File: src/rtl/ks_add_seq_if.sv
// Request/result handshake bundle for ks_add_seq.
// master = issue side (drives requests, accepts results), slave = sequencer.
// Optional o_ovf member is present only when KS_SEQ_OVF_EN is defined.
interface ks_add_seq_if #(
    parameter int WORDS = 4
);
    localparam int W = 16 * WORDS;

    logic         i_valid;
    logic         o_ready;
    logic         i_sub;
    logic [W-1:0] i_a;
    logic [W-1:0] i_b;
    logic         o_valid;
    logic         i_ready;
    logic [W-1:0] o_sum;
    logic         o_cout;
`ifdef KS_SEQ_OVF_EN
    logic         o_ovf;
`endif

    modport master (
`ifdef KS_SEQ_OVF_EN
        input  o_ovf,
`endif
        output i_valid, i_sub, i_a, i_b, i_ready,
        input  o_ready, o_valid, o_sum, o_cout
    );

    modport slave (
`ifdef KS_SEQ_OVF_EN
        output o_ovf,
`endif
        input  i_valid, i_sub, i_a, i_b, i_ready,
        output o_ready, o_valid, o_sum, o_cout
    );
endinterface

File: src/rtl/ks_add_seq.sv
// ks_add_seq: drives a shared external 16-bit adder one slice per cycle,
// LSW first, chaining the carry through a register and assembling a
// WORDS*16-bit add/sub result. Subtraction feeds ~b with carry-in 1.
// Optional feature: define KS_SEQ_OVF_EN to add the signed-overflow output
// (bus.o_ovf), captured alongside the final slice.
module ks_add_seq #(
    parameter int WORDS = 4
) (
    input  logic        i_clk,
    input  logic        i_rst,
    ks_add_seq_if.slave bus,
    output logic [15:0] o_add_a,
    output logic [15:0] o_add_b,
    output logic        o_add_cin,
    input  logic [15:0] i_add_sum,
    input  logic        i_add_cout
);
    localparam int W  = 16 * WORDS;
    localparam int CW = (WORDS > 1) ? $clog2(WORDS) : 1;

    typedef enum logic [1:0] {IDLE, RUN, DONE} state_t;

    state_t        state_q;
    logic [CW-1:0] cnt_q;
    logic [W-1:0]  a_q;        // slices not yet presented to the adder
    logic [W-1:0]  b_q;
    logic          carry_q;    // carry out of the most recent slice
    logic          ready_q;
    logic          valid_q;
    logic [15:0]   add_a_q;
    logic [15:0]   add_b_q;
    logic          add_cin_q;
    logic [W-1:0]  b_eff;
    logic          last_slice;
    logic [W-1:0]  sum_w;

    assign b_eff      = bus.i_sub ? ~bus.i_b : bus.i_b;
    assign last_slice = (cnt_q == CW'(WORDS - 1));

`ifdef KS_SEQ_OVF_EN
    logic ovf_q;
    logic ovf_d;
    // Carry into the MSB is recovered from the MSB sum bit of the final slice.
    assign ovf_d   = (o_add_a[15] ^ o_add_b[15] ^ i_add_sum[15]) ^ i_add_cout;
    assign bus.o_ovf = ovf_q;
`endif

    // Control FSM plus the registered adder-side drive; adder inputs are
    // loaded one edge ahead so they are valid throughout each RUN cycle.
    always_ff @(posedge i_clk or posedge i_rst) begin
        if (i_rst) begin
            state_q   <= IDLE;
            cnt_q     <= '0;
            a_q       <= '0;
            b_q       <= '0;
            carry_q   <= 1'b0;
            ready_q   <= 1'b1;
            valid_q   <= 1'b0;
            add_a_q   <= '0;
            add_b_q   <= '0;
            add_cin_q <= 1'b0;
`ifdef KS_SEQ_OVF_EN
            ovf_q     <= 1'b0;
`endif
        end else begin
            case (state_q)
                IDLE: begin
                    if (bus.i_valid) begin
                        add_a_q   <= bus.i_a[15:0];
                        add_b_q   <= b_eff[15:0];
                        add_cin_q <= bus.i_sub;
                        a_q       <= bus.i_a >> 16;
                        b_q       <= b_eff >> 16;
                        carry_q   <= bus.i_sub;
                        cnt_q     <= '0;
                        ready_q   <= 1'b0;
                        state_q   <= RUN;
                    end
                end
                RUN: begin
                    carry_q <= i_add_cout;
                    cnt_q   <= cnt_q + 1'b1;
                    if (last_slice) begin
                        state_q   <= DONE;
                        valid_q   <= 1'b1;
                        add_a_q   <= '0;
                        add_b_q   <= '0;
                        add_cin_q <= 1'b0;
`ifdef KS_SEQ_OVF_EN
                        ovf_q     <= ovf_d;
`endif
                    end else begin
                        add_a_q   <= a_q[15:0];
                        add_b_q   <= b_q[15:0];
                        add_cin_q <= i_add_cout;
                        a_q       <= a_q >> 16;
                        b_q       <= b_q >> 16;
                    end
                end
                DONE: begin
                    if (bus.i_ready) begin
                        valid_q <= 1'b0;
                        ready_q <= 1'b1;
                        state_q <= IDLE;
                    end
                end
                default: state_q <= IDLE;
            endcase
        end
    end

    // One result register per slice, written only while that slice is on the adder.
    for (genvar gi = 0; gi < WORDS; gi++) begin : g_slice
        logic [15:0] slice_q;

        // Capture adder sum for slice gi.
        always_ff @(posedge i_clk or posedge i_rst) begin
            if (i_rst) begin
                slice_q <= '0;
            end else if (state_q == RUN && cnt_q == CW'(gi)) begin
                slice_q <= i_add_sum;
            end
        end

        assign sum_w[16*gi +: 16] = slice_q;
    end

    assign bus.o_sum   = sum_w;
    assign bus.o_cout  = carry_q;
    assign bus.o_valid = valid_q;
    assign bus.o_ready = ready_q;
    assign o_add_a     = add_a_q;
    assign o_add_b     = add_b_q;
    assign o_add_cin   = add_cin_q;
endmodule
File: src/flat_wrapper.sv
// flat-port wrapper written by rule: the top's interface ports become plain ports
module ks_add_seq_flat 
#(
    parameter int WORDS = 4
)
  (i_clk, i_rst, o_add_a, o_add_b, o_add_cin, i_add_sum, i_add_cout, bus_i_valid, bus_i_sub, bus_i_a, bus_i_b, bus_i_ready, bus_o_ready, bus_o_valid, bus_o_sum, bus_o_cout);
  ks_add_seq_if #(.WORDS(WORDS)) bus_i ();
  input  logic i_clk;
  input  logic i_rst;
  output logic [15:0] o_add_a;
  output logic [15:0] o_add_b;
  output logic o_add_cin;
  input  logic [15:0] i_add_sum;
  input  logic i_add_cout;
  input wire logic [$bits(bus_i.i_valid)-1:0] bus_i_valid;
  input wire logic [$bits(bus_i.i_sub)-1:0] bus_i_sub;
  input wire logic [$bits(bus_i.i_a)-1:0] bus_i_a;
  input wire logic [$bits(bus_i.i_b)-1:0] bus_i_b;
  input wire logic [$bits(bus_i.i_ready)-1:0] bus_i_ready;
  output wire logic [$bits(bus_i.o_ready)-1:0] bus_o_ready;
  output wire logic [$bits(bus_i.o_valid)-1:0] bus_o_valid;
  output wire logic [$bits(bus_i.o_sum)-1:0] bus_o_sum;
  output wire logic [$bits(bus_i.o_cout)-1:0] bus_o_cout;
  assign bus_i.i_valid = bus_i_valid;
  assign bus_i.i_sub = bus_i_sub;
  assign bus_i.i_a = bus_i_a;
  assign bus_i.i_b = bus_i_b;
  assign bus_i.i_ready = bus_i_ready;
  assign bus_o_ready = bus_i.o_ready;
  assign bus_o_valid = bus_i.o_valid;
  assign bus_o_sum = bus_i.o_sum;
  assign bus_o_cout = bus_i.o_cout;
  ks_add_seq #(.WORDS(WORDS)) u_core (.i_clk(i_clk), .i_rst(i_rst), .bus(bus_i), .o_add_a(o_add_a), .o_add_b(o_add_b), .o_add_cin(o_add_cin), .i_add_sum(i_add_sum), .i_add_cout(i_add_cout));
endmodule
File: config.mk
export PLATFORM = sky130hd
export DESIGN_NAME = ks_add_seq_flat
export DESIGN_NICKNAME = d
export VERILOG_FILES = /design/src/rtl/ks_add_seq_if.sv /design/src/rtl/ks_add_seq.sv /design/src/flat_wrapper.sv
export SDC_FILE = /design/constraint.sdc
export NUM_CORES = 1
export LEC_CHECK = 0
export ABC_AREA = 1
export CAP_MARGIN = 20
export CORE_MARGIN = 5
export CORE_UTILIZATION = 45
export CTS_BUF_LIST = sky130_fd_sc_hd__clkbuf_16
export DETAILED_ROUTE_END_ITERATION = 10
export PLACE_DENSITY = 0.75
export SLEW_MARGIN = 40
export SYNTH_ARGS = -nofsm -noshare
export SYNTH_HDL_FRONTEND = slang
export SYNTH_SLANG_ARGS = --single-unit
export TNS_END_PERCENT = 30
File: constraint.sdc
create_clock -name i_clk -period 14.3 [get_ports i_clk]
set_input_delay 2.145 -clock i_clk [delete_from_list [all_inputs] [get_ports i_clk]]
set_output_delay 2.145 -clock i_clk [all_outputs]
set_load 0.05 [all_outputs]
==> metrics.yaml, run 1 <==
setup_violations: 0
die_y_um: 157
dieWidth_um: 157
synthSimpleGateAreaFrac_pct: 32.7
io_pins: 250
cts_buffers: 17
use_met1_pct: 30.5
fin_area_um2: 12900
post-route-drc-count: 0
power.leakage_nw: 6.69
netlist_instances: 1346
final_util_pct: 61.0
start_util_pct: 45.8
wl_per_cell_um: 14.1
synth_top_area_share_pct: 51.3
synth_nets: 1501
drtAntennaViolNets: 0
numClockSinks: 200
critical_path_class: "in -> reg"
cts_tree: "built"
crit_fanout: 98
timing.rr.end: "u_core.b_q[26]"
hold_path_class: "reg -> reg"
r2r_slack_ns: 11.01
worst_pin_slew_ns: 0.784
hold_ws_ns: 0.471
r2r_cells: 8
num_rows: 53
synthFlopType: "dfrtp_1"
end_kind: "flip-flop"
finClkSkew_ns: 0.0123
antenna_found_initial: 1
core_area_um2: 21200
tns_ns: 0
synthXorXnorAreaFrac_pct: 0
outcome: "complete, no violations"
clk_latency_ns: 0.44
drive_gt1_share_pct: 3.47
holdBufCountCts: 0
grt_max_degree: 120
r2r_start: "u_core.cnt_q[0]"
timing.final.crit_period_ns: 4.05
post_cts_resized: 0
crit_required_ns: 14.67
use_met2_pct: 32.9
routed_via_density: 4.76
n_fill_cell: 1917
synth_edf_count: 0
ir_drop_mv: 0.139
overflow: 0
gr-usage-met3_pct: 4.01
hpwl_um: 18300
start_kind: "input port"
area_growth_syn_to_layout_pct: 33.2
synthTopCellsByCount: "nand2_1 (657), dfrtp_1 (199), inv_1 (135)"
cts-root-buf: "clkbuf_16"
grt_pass1_wl_um: 41900
track_usage_pct: 21.1
portBuffers: 249
syn_area_per_cell_um2: 7.21
synth-seq-area-share_pct: 51.6
crit_arrival_ns: 4.42
maxSlewHeadroom_pct: 47.7
p_per_area_nw_per_um2: 254
synth-seq-cells: 200
gp_congestion: 0.858
ys_top_cells_by_area: "dfrtp_1 (51%), nand2_1 (25%), o21ai_0 (5.9%), inv_1 (5.2%), nand3_1 (5.2%)"
cts_htree_levels: 4
crit_path_start: "bus_i_valid"
timing.fmax_mhz: 247
fin_crit_sh_pct: 28.4
postPlaceCellArea_um2: 12300
synth-async-reset-ratio_pct: 100
firstDrtPassIters: 5
post_cts_buffers: 0
synth_compound_area_share_pct: 6.04
power_w: 0.00328
cts.clk_slew.worst_paths_ns: 0.08
synth.largest_area_cell: "dfrtp_1"
yosysWarnings: 0
first_global_vias: 8213
die_area_um2: 24600
cp-endpoint: "u_core.b_q[26]"
drv_slew: 0
synth_top_family_by_area: "simple AND/OR/NAND/NOR gates"
vias: 8735
maxCapViolCount: 0
clockBufferDepth: 2
hold_viol: 0
rsz0062_at_grt: "false"
drt_iter0_drc: 532
yosysMostFrequentCell: "nand2_1"
fin_nets: 1700
synth_area_um2: 9700
synthAdderAreaFrac_pct: 0.645
drt-total-wl_um: 25900
busiest_layer: "met2"
synthMuxAreaShare_pct: 0
ys_types: 18
final cells by class:
class                      instances  area, um2  area share, %
inverter                         139        534           4.14
multi-input combinational        930       3850           29.8
tap                              275        344           2.66
clock inverter                    15        186           1.44
timing repair buffer             257       2560           19.9
clock buffer                      17        425           3.29
antenna                            1       2.50         0.0194
sequential                       200       5010           38.8
sequential cells by signal, summed over array words and instances, names as in the netlist, 2 cells and up:
register,flops
u_core.g_slice.slice_q,64
u_core.a_q,48
u_core.b_q,48
u_core.o_add_a,16
u_core.o_add_b,16
u_core.cnt_q,2
u_core.state_q,2
worst min-delay path by stage:
stage	startpoint	to	cells after the start
detailed placement	u_core.a_q[25]	u_core.a_q[25]	2
floorplan	u_core.a_q[0]	u_core.a_q[0]	2
CTS	u_core.bus.o_ready	u_core.bus.o_ready	2
global route	u_core.bus.o_ready	u_core.bus.o_ready	2
global placement	u_core.a_q[27]	u_core.a_q[27]	2
finish	u_core.bus.o_ready	u_core.bus.o_ready	2
power breakdown:
| group | leakage, nW | switching [W] | internal (W) |
|---|---|---|---|
| clock | 0.299 | 0.000248 | 0.000242 |
| combinational | 3.90 | 0.00124 | 0.000556 |
| sequential | 2.49 | 0.000150 | 0.000844 |
metrics by stage:
step | cells | setup slack (ns)
after global placement | 1800 | 9.72
final | 1834 | 10.25
after floorplan | 1346 | 6.70
after CTS | 1833 | 10.29
after detailed placement | 1801 | 9.85
after global routing | 1834 | 10.09
critical path: stages:
cell	delay, ns
clkdlybuf4s50_1	0.43
nand2_1	0.23
nand2_8	0.36
inv_2	0.33
buf_4	0.60
nand2_1	0.15
nand2_1	0.10
placed cells by master (no fill, tap or decap):
| cell | n |
|---|---|
| inv_2 | 4 |
| inv_12 | 3 |
| inv_8 | 6 |
| nand2_8 | 1 |
| clkinv_8 | 4 |
| dfrtp_1 | 199 |
| buf_6 | 1 |
| clkinv_4 | 1 |
| ha_1 | 5 |
| clkbuf_16 | 17 |
| nand3_1 | 100 |
| nor2_1 | 50 |
| inv_6 | 1 |
| diode_2 | 1 |
| nand2_4 | 1 |
| o21ai_2 | 1 |
| nand2_1 | 652 |
| nand2_2 | 4 |
| dfstp_2 | 1 |
| o21ai_0 | 114 |
| clkdlybuf4s50_1 | 248 |
| inv_1 | 133 |
| clkinv_1 | 2 |
| nor2_4 | 1 |
| buf_4 | 6 |
| buf_2 | 1 |
| buf_12 | 1 |
| o22ai_1 | 1 |
logic make-up (layout without fill, tap and decap cells):
| kind of cell | after synthesis | in the layout |
|---|---|---|
| other | 0 | 1 |
| AO/OA/AOI/OAI | 116 | 116 |
| buffers and inverters | 216 | 428 |
| AND/OR/NAND/NOR | 809 | 809 |
| flip-flops | 200 | 200 |
| adder cells (fa/ha/maj) | 5 | 5 |
routing by layer:
metal,vias up,wire [um],part of all wire (%)
met3,27,1780,6.9
met5,-,0,0
met2,267,11700,45
li1,4499,-,-
met4,0,395,1.5
met1,3942,12000,46
Power figures use the tool's default switching activity.
==> inputs of run 2 (changes only) <==
Clock period 14.3 ns to 4.2 ns, I/O delays scaled along.
==> run 2 against run 1 <==
  * Clock skew rose by 0.0040 ns
  * Flip-flop and latch count did not move
  * Clock power rose to 3.4 times the previous value
  * Via count rose by 1.2%
  * Global-route usage rose by 0.16 points
  * Critical path depth rose by 1
  * Largest power group unchanged
==> metrics.yaml, run 2 (synthesis gave the netlist of run 1 again) <==
ir_drop_mv: 0.505  # +260%
final_common_cell: "nand2_1"
numClockSinks: 200  # unchanged
cpMaxStageDelayCell: "ha_1"
grt_pass1_wl_um: 42500  # +1.4%
top_layer: "met5"
antenna_found_initial: 2  # +1
drtAntennaViolNets: 0  # unchanged
clockBufferDepth: 2  # unchanged
worst_pin_slew_ns: 0.794  # +0.00976 ns
routed_via_density: 4.81  # +0.94%
timing.fmax_mhz: 391
crit_arrival_ns: 2.92  # -1.50 ns
vias: 8841  # +1.2%
firstDrtPassIters: 5  # unchanged
setup_violations: 0  # unchanged
drt_iter0_drc: 742  # +39%
critPathMaxStageDelay_ns: 0.54  # -0.06 ns
hold_path_class: "reg -> reg"
area_growth_syn_to_layout_pct: 33.9
portBuffers: 249  # unchanged
p_seq_share_pct: 30.3  # about the same
holdBufCountCts: 0  # unchanged
grt_max_degree: 98  # -18%
p_clk_share_pct: 14.8  # about the same
crit_fanout: 34  # -65%
cts.clk_slew.worst_paths_ns: 0.07  # about the same
outcome: "complete, no violations"
pwr-share-comb_pct: 54.9  # about the same
fin_crit_sh_pct: 60.9
n_fill_cell: 1865  # -2.7%
wl_met1_um: 11700  # -2.4%
rsz0062_at_grt: "false"
dp_cells: 1804  # +0.17%
drv_slew: 0  # unchanged
timing.final.crit_period_ns: 2.56
worst-path-buf-inv: 3  # unchanged
p_per_area_nw_per_um2: 862  # +240%
post_cts_resized: 0  # unchanged
die_y_um: 157  # unchanged
tns_ns: 0  # unchanged
hpwl_um: 18600  # +1.8%
largest_reg_flops: 64  # unchanged
p_int_w: 0.00565  # +240%
crit_required_ns: 4.56  # -10.11 ns
overflow: 0  # unchanged
track_usage_pct: 21.2  # +0.16 points
setup_ws_ns: 1.64  # -8.60 ns
maxSlewHeadroom_pct: 47.1  # -0.65 points
core_area_um2: 21200  # unchanged
route.met2.wl_um: 12100  # +3.4%
gp_congestion: 0.866  # +0.93%
cts_buffers: 17  # unchanged
start_kind: "flip-flop"
hold_viol: 0  # unchanged
power.leakage_nw: 6.72  # +0.52%
cts_htree_levels: 4  # unchanged
regMostFlops: "u_core.g_slice.slice_q"
crit_family: "buffers and inverters"
cts-root-buf: "clkbuf_16"
hold_ws_ns: 0.477  # +0.00572 ns
finClkSkew_ns: 0.0163  # +0.00398 ns
final_cell_mix: "nand2_1 (652), clkdlybuf4s50_1 (248), dfrtp_1 (199), inv_1 (134), o21ai_0 (114)"
drt-total-wl_um: 26100  # +1.0%
end_kind: "flip-flop"
io_pins: 250  # unchanged
drive_gt1_share_pct: 3.77  # +0.31 points
wl_met3_um: 1840  # +3.2%
p_sw_share_pct: 49.5  # -0.48 points
fin_nets: 1705  # +0.29%
post_cts_buffers: 0  # unchanged
clk_latency_ns: 0.43  # about the same
post-route-drc-count: 0  # unchanged
crit_chain: "ha_1 -> inv_2 -> nand3_1 -> nand2_4 -> inv_2 -> buf_4 -> nand2_1 -> nand2_1"
cts_tree: "built"
first_global_vias: 8563  # +4.3%
largest_registers: "u_core.g_slice.slice_q (64), u_core.a_q (48), u_core.b_q (48)"
start_util_pct: 45.8  # unchanged
maxCapViolCount: 0  # unchanged
num_rows: 53  # unchanged
fin_cells: 1839  # +0.27%
dp_slack_ns: 1.66  # -8.19 ns
dieWidth_um: 157  # unchanged
die_area_um2: 24600  # unchanged
critical_path_class: "reg -> reg"
power.switching_w: 0.00555  # +240%
wl_per_cell_um: 14.2  # +0.75%
[run 2: cell types whose count changed in the layout (fill, tap and decap cells not counted), moves of 2 or more]
cell | previous run | this run
buf_12 | 1 | 3
buf_4 | 6 | 8
clkinvlp_4 | 0 | 2
inv_12 | 3 | 0
inv_8 | 6 | 4
[run 2: final timing paths]
check,startpoint,to,slack [ns],cells after the start
setup / recovery,u_core.cnt_q[0],u_core.b_q[34],1.64,8
hold / removal,u_core.a_q[15],u_core.a_q[15],0.48,2
setup reg to reg,u_core.cnt_q[0],u_core.b_q[34],1.64,8
hold reg to reg,u_core.a_q[15],u_core.a_q[15],0.48,2
max in group asynchronous,i_rst,u_core.bus.o_ready,2.66,4
min in group asynchronous,i_rst,u_core.g_slice[2].slice_q[10],0.57,2
[run 2: power by group through the flow]
stage / clock (W) / sequential, W / combinational [W]
2_1_floorplan: 0 / 0.00493 / 0.00277
3_3_place_gp: 0 / 0.00339 / 0.00604
3_5_place_dp: 0 / 0.00342 / 0.00615
4_1_cts: 0.00169 / 0.00339 / 0.00618
5_1_grt: 0.00177 / 0.00350 / 0.00677
6_report: 0.00165 / 0.00339 / 0.00615
[run 2: tightest hold or removal path, delay by kind of cell, from the launching register on]
kind / cells / cell delay (ns)
simple gates: 2 / 0.10
flops: 1 / 0.35
[run 2: layout make-up]
cell class                      count  area, um2  share of cell area [%]
Tap cell                          275        344                    2.65
Clock inverter                     15        186                    1.44
Antenna cell                        1       2.50                  0.0193
Timing Repair Buffer              262       2650                    20.4
Clock buffer                       17        425                    3.28
Multi-Input combinational cell    930       3850                    29.7
Inverter                          139        526                    4.05
Sequential cell                   200       5010                    38.5
[run 2: layer usage]
layer  global-route usage (%)  up-vias
li1                         -     4495
met1                     29.2     4014
met2                     34.5      299
met3                     3.79       31
met4                     6.45        2
met5                        0        -
[run 2: metrics by stage]
stage | utilization, % | power, W | instance area, um2
finish | 61.4 | 0.0112 | 13000
global route | 61.4 | 0.0120 | 13000
CTS | 61.2 | 0.0113 | 12900
detailed placement | 58.3 | 0.00957 | 12300
global placement | 58.2 | 0.00943 | 12300
floorplan | - | 0.00770 | 9700
==> inputs of run 3 (changes only) <==
Clock period 4.2 ns to 2.6 ns, I/O delays scaled along.
==> run 3 against run 2 <==
  * Die area unchanged
  * Sequential power increased by 62%
  * Sequential share of layout area fell by 0.22 points
  * Power is 63% higher
  * Flip-flop and latch count stayed put
  * Core utilization rose by 0.35 points
  * Register-to-register slack worse by 0.96 ns
  * Critical endpoint is now bus_o_ready
  * Highest routed layer unchanged
==> metrics.yaml, run 3 (synthesis gave the netlist of run 1 again) <==
maxCapViolCount: 0  # unchanged
grt_pass1_wl_um: 42500  # about the same
route.met2.wl_um: 12400  # +2.0%
post_cts_buffers: 0  # unchanged
holdBufCountCts: 0  # unchanged
crit_family: "buffers and inverters"
overflow: 0  # unchanged
first_global_vias: 8447  # -1.4%
drive_gt1_share_pct: 4.08  # +0.30 points
cts-root-buf: "clkbuf_16"
top_layer: "met5"
vias: 8934  # +1.1%
p_int_w: 0.00921  # +63%
finClkSkew_ns: 0.0144  # -0.00191 ns
firstDrtPassIters: 5  # unchanged
post-route-drc-count: 0  # unchanged
portBuffers: 249  # unchanged
track_usage_pct: 21.5  # +0.22 points
r2r_cells: 8  # unchanged
setup_violations: 0  # unchanged
n_antenna_cell: 0  # -1
rsz0062_at_grt: "false"
timing.final.crit_period_ns: 2.17
tns_ns: 0  # unchanged
drt_iter0_drc: 559  # -25%
outcome: "complete, no violations"
regMostFlops: "u_core.g_slice.slice_q"
n_fill_cell: 1899  # +1.8%
largest_registers: "u_core.g_slice.slice_q (64), u_core.a_q (48), u_core.b_q (48)"
cts_buffers: 17  # unchanged
final_common_cell: "nand2_1"
worst-path-buf-inv: 1  # -2
post_cts_resized: 0  # unchanged
numClockSinks: 200  # unchanged
crit_required_ns: 2.21  # -2.35 ns
fin_nets: 1712  # +0.41%
wl_per_cell_um: 14.4  # +1.4%
io_pins: 250  # unchanged
wl_met1_um: 12100  # +3.7%
cts_htree_levels: 4  # unchanged
worst_pin_slew_ns: 0.804  # +0.00974 ns
p_per_area_nw_per_um2: 1390  # +62%
dieWidth_um: 157  # unchanged
hold_path_class: "in -> async"
gp_congestion: 0.862  # -0.46%
crit_fanout: 2  # -94%
power_w: 0.0182  # +63%
ir_drop_mv: 0.745  # +47%
fin_crit_sh_pct: 83.7
wl_met3_um: 1740  # -5.3%
cp_num_cells: 1  # -7
clk_latency_ns: 0.43  # about the same
critPathMaxStageDelay_ns: 0.81  # +0.27 ns
p_sw_share_pct: 49.4  # -0.095 points
die_area_um2: 24600  # unchanged
dp_cells: 1813  # +0.50%
hold_viol: 0  # unchanged
cts_tree: "built"
grt_max_degree: 98  # unchanged
die_y_um: 157  # unchanged
cts.clk_slew.worst_paths_ns: 0.07  # about the same
cpMaxStageDelayCell: "clkdlybuf4s50_1"
final_cell_mix: "nand2_1 (653), clkdlybuf4s50_1 (248), dfrtp_1 (199), inv_1 (134), o21ai_0 (114)"
fin_cells: 1844  # +0.27%
hpwl_um: 18900  # +1.4%
drv_slew: 0  # unchanged
num_rows: 53  # unchanged
crit_arrival_ns: 1.78  # -1.14 ns
start_util_pct: 45.8  # unchanged
pwr-share-comb_pct: 55.6  # +0.7 points
p_seq_share_pct: 30.1  # -0.2 points
start_kind: "flip-flop"
clockBufferDepth: 2  # unchanged
maxSlewHeadroom_pct: 46.4  # -0.65 points
end_kind: "output pin"
critical_path_class: "reg -> out"
routed_via_density: 4.84  # +0.78%
power.leakage_nw: 6.76  # +0.56%
power.switching_w: 0.00900  # +62%
drt-total-wl_um: 26600  # +1.6%
timing.fmax_mhz: 460
antenna_found_initial: 1  # -1
area_growth_syn_to_layout_pct: 34.7
crit_chain: "clkdlybuf4s50_1"
core_area_um2: 21200  # unchanged
p_clk_share_pct: 14.3  # -0.5 points
largest_reg_flops: 64  # unchanged
drtAntennaViolNets: 0  # unchanged
run 3: path summary, 6_finish.rpt:
| check | startpoint | end | slack, ns |
|---|---|---|---|
| worst min register to register | u_core.a_q[17] | u_core.a_q[17] | 0.48 |
| max in group asynchronous | i_rst | u_core.g_slice[1].slice_q[5] | 1.55 |
| worst max-delay path | u_core.bus.o_ready | bus_o_ready | 0.43 |
| worst min-delay path | i_rst | u_core.o_add_a[8] | 0.37 |
| worst max register to register | u_core.cnt_q[0] | u_core.a_q[5] | 0.68 |
| min in group i_clk | u_core.a_q[17] | u_core.a_q[17] | 0.48 |
run 3: power groups by stage:
| stage | Combinational, W | Clock, W | Sequential (W) |
|---|---|---|---|
| 5_1_grt | 0.0111 | 0.00280 | 0.00565 |
| 3_3_place_gp | 0.00992 | 0 | 0.00548 |
| 2_1_floorplan | 0.00448 | 0 | 0.00796 |
| 4_1_cts | 0.0102 | 0.00267 | 0.00547 |
| 3_5_place_dp | 0.0101 | 0 | 0.00551 |
| 6_report | 0.0101 | 0.00261 | 0.00548 |
run 3: layout make-up:
class | instances | area (um2) | area share, %
Clock inverter | 14 | 159 | 1.22
Inverter | 139 | 526 | 4.02
Tap cell | 275 | 344 | 2.63
Sequential cell | 200 | 5010 | 38.3
Multi-Input combinational cell | 930 | 3840 | 29.4
Clock buffer | 17 | 425 | 3.26
Timing Repair Buffer | 269 | 2760 | 21.1
run 3: metal layers:
metal  global-route usage (%)  vias up
met5                        0        -
met4                     5.29        2
met3                     4.31       28
met2                     34.5      281
met1                     30.1     4108
li1                         -     4515
run 3: per-stage QoR:
| step | hold slack, ns | setup WS (ns) | cell area (um2) | util, % |
|---|---|---|---|---|
| global route | 0.389 | 0.386 | 13100 | 61.7 |
| global placement | 0.459 | 0.585 | 12500 | 59.0 |
| finish | 0.368 | 0.425 | 13100 | 61.7 |
| floorplan | 0.442 | -0.378 | 9700 | - |
| detailed placement | 0.460 | 0.523 | 12500 | 59.0 |
| CTS | 0.379 | 0.393 | 13100 | 61.7 |
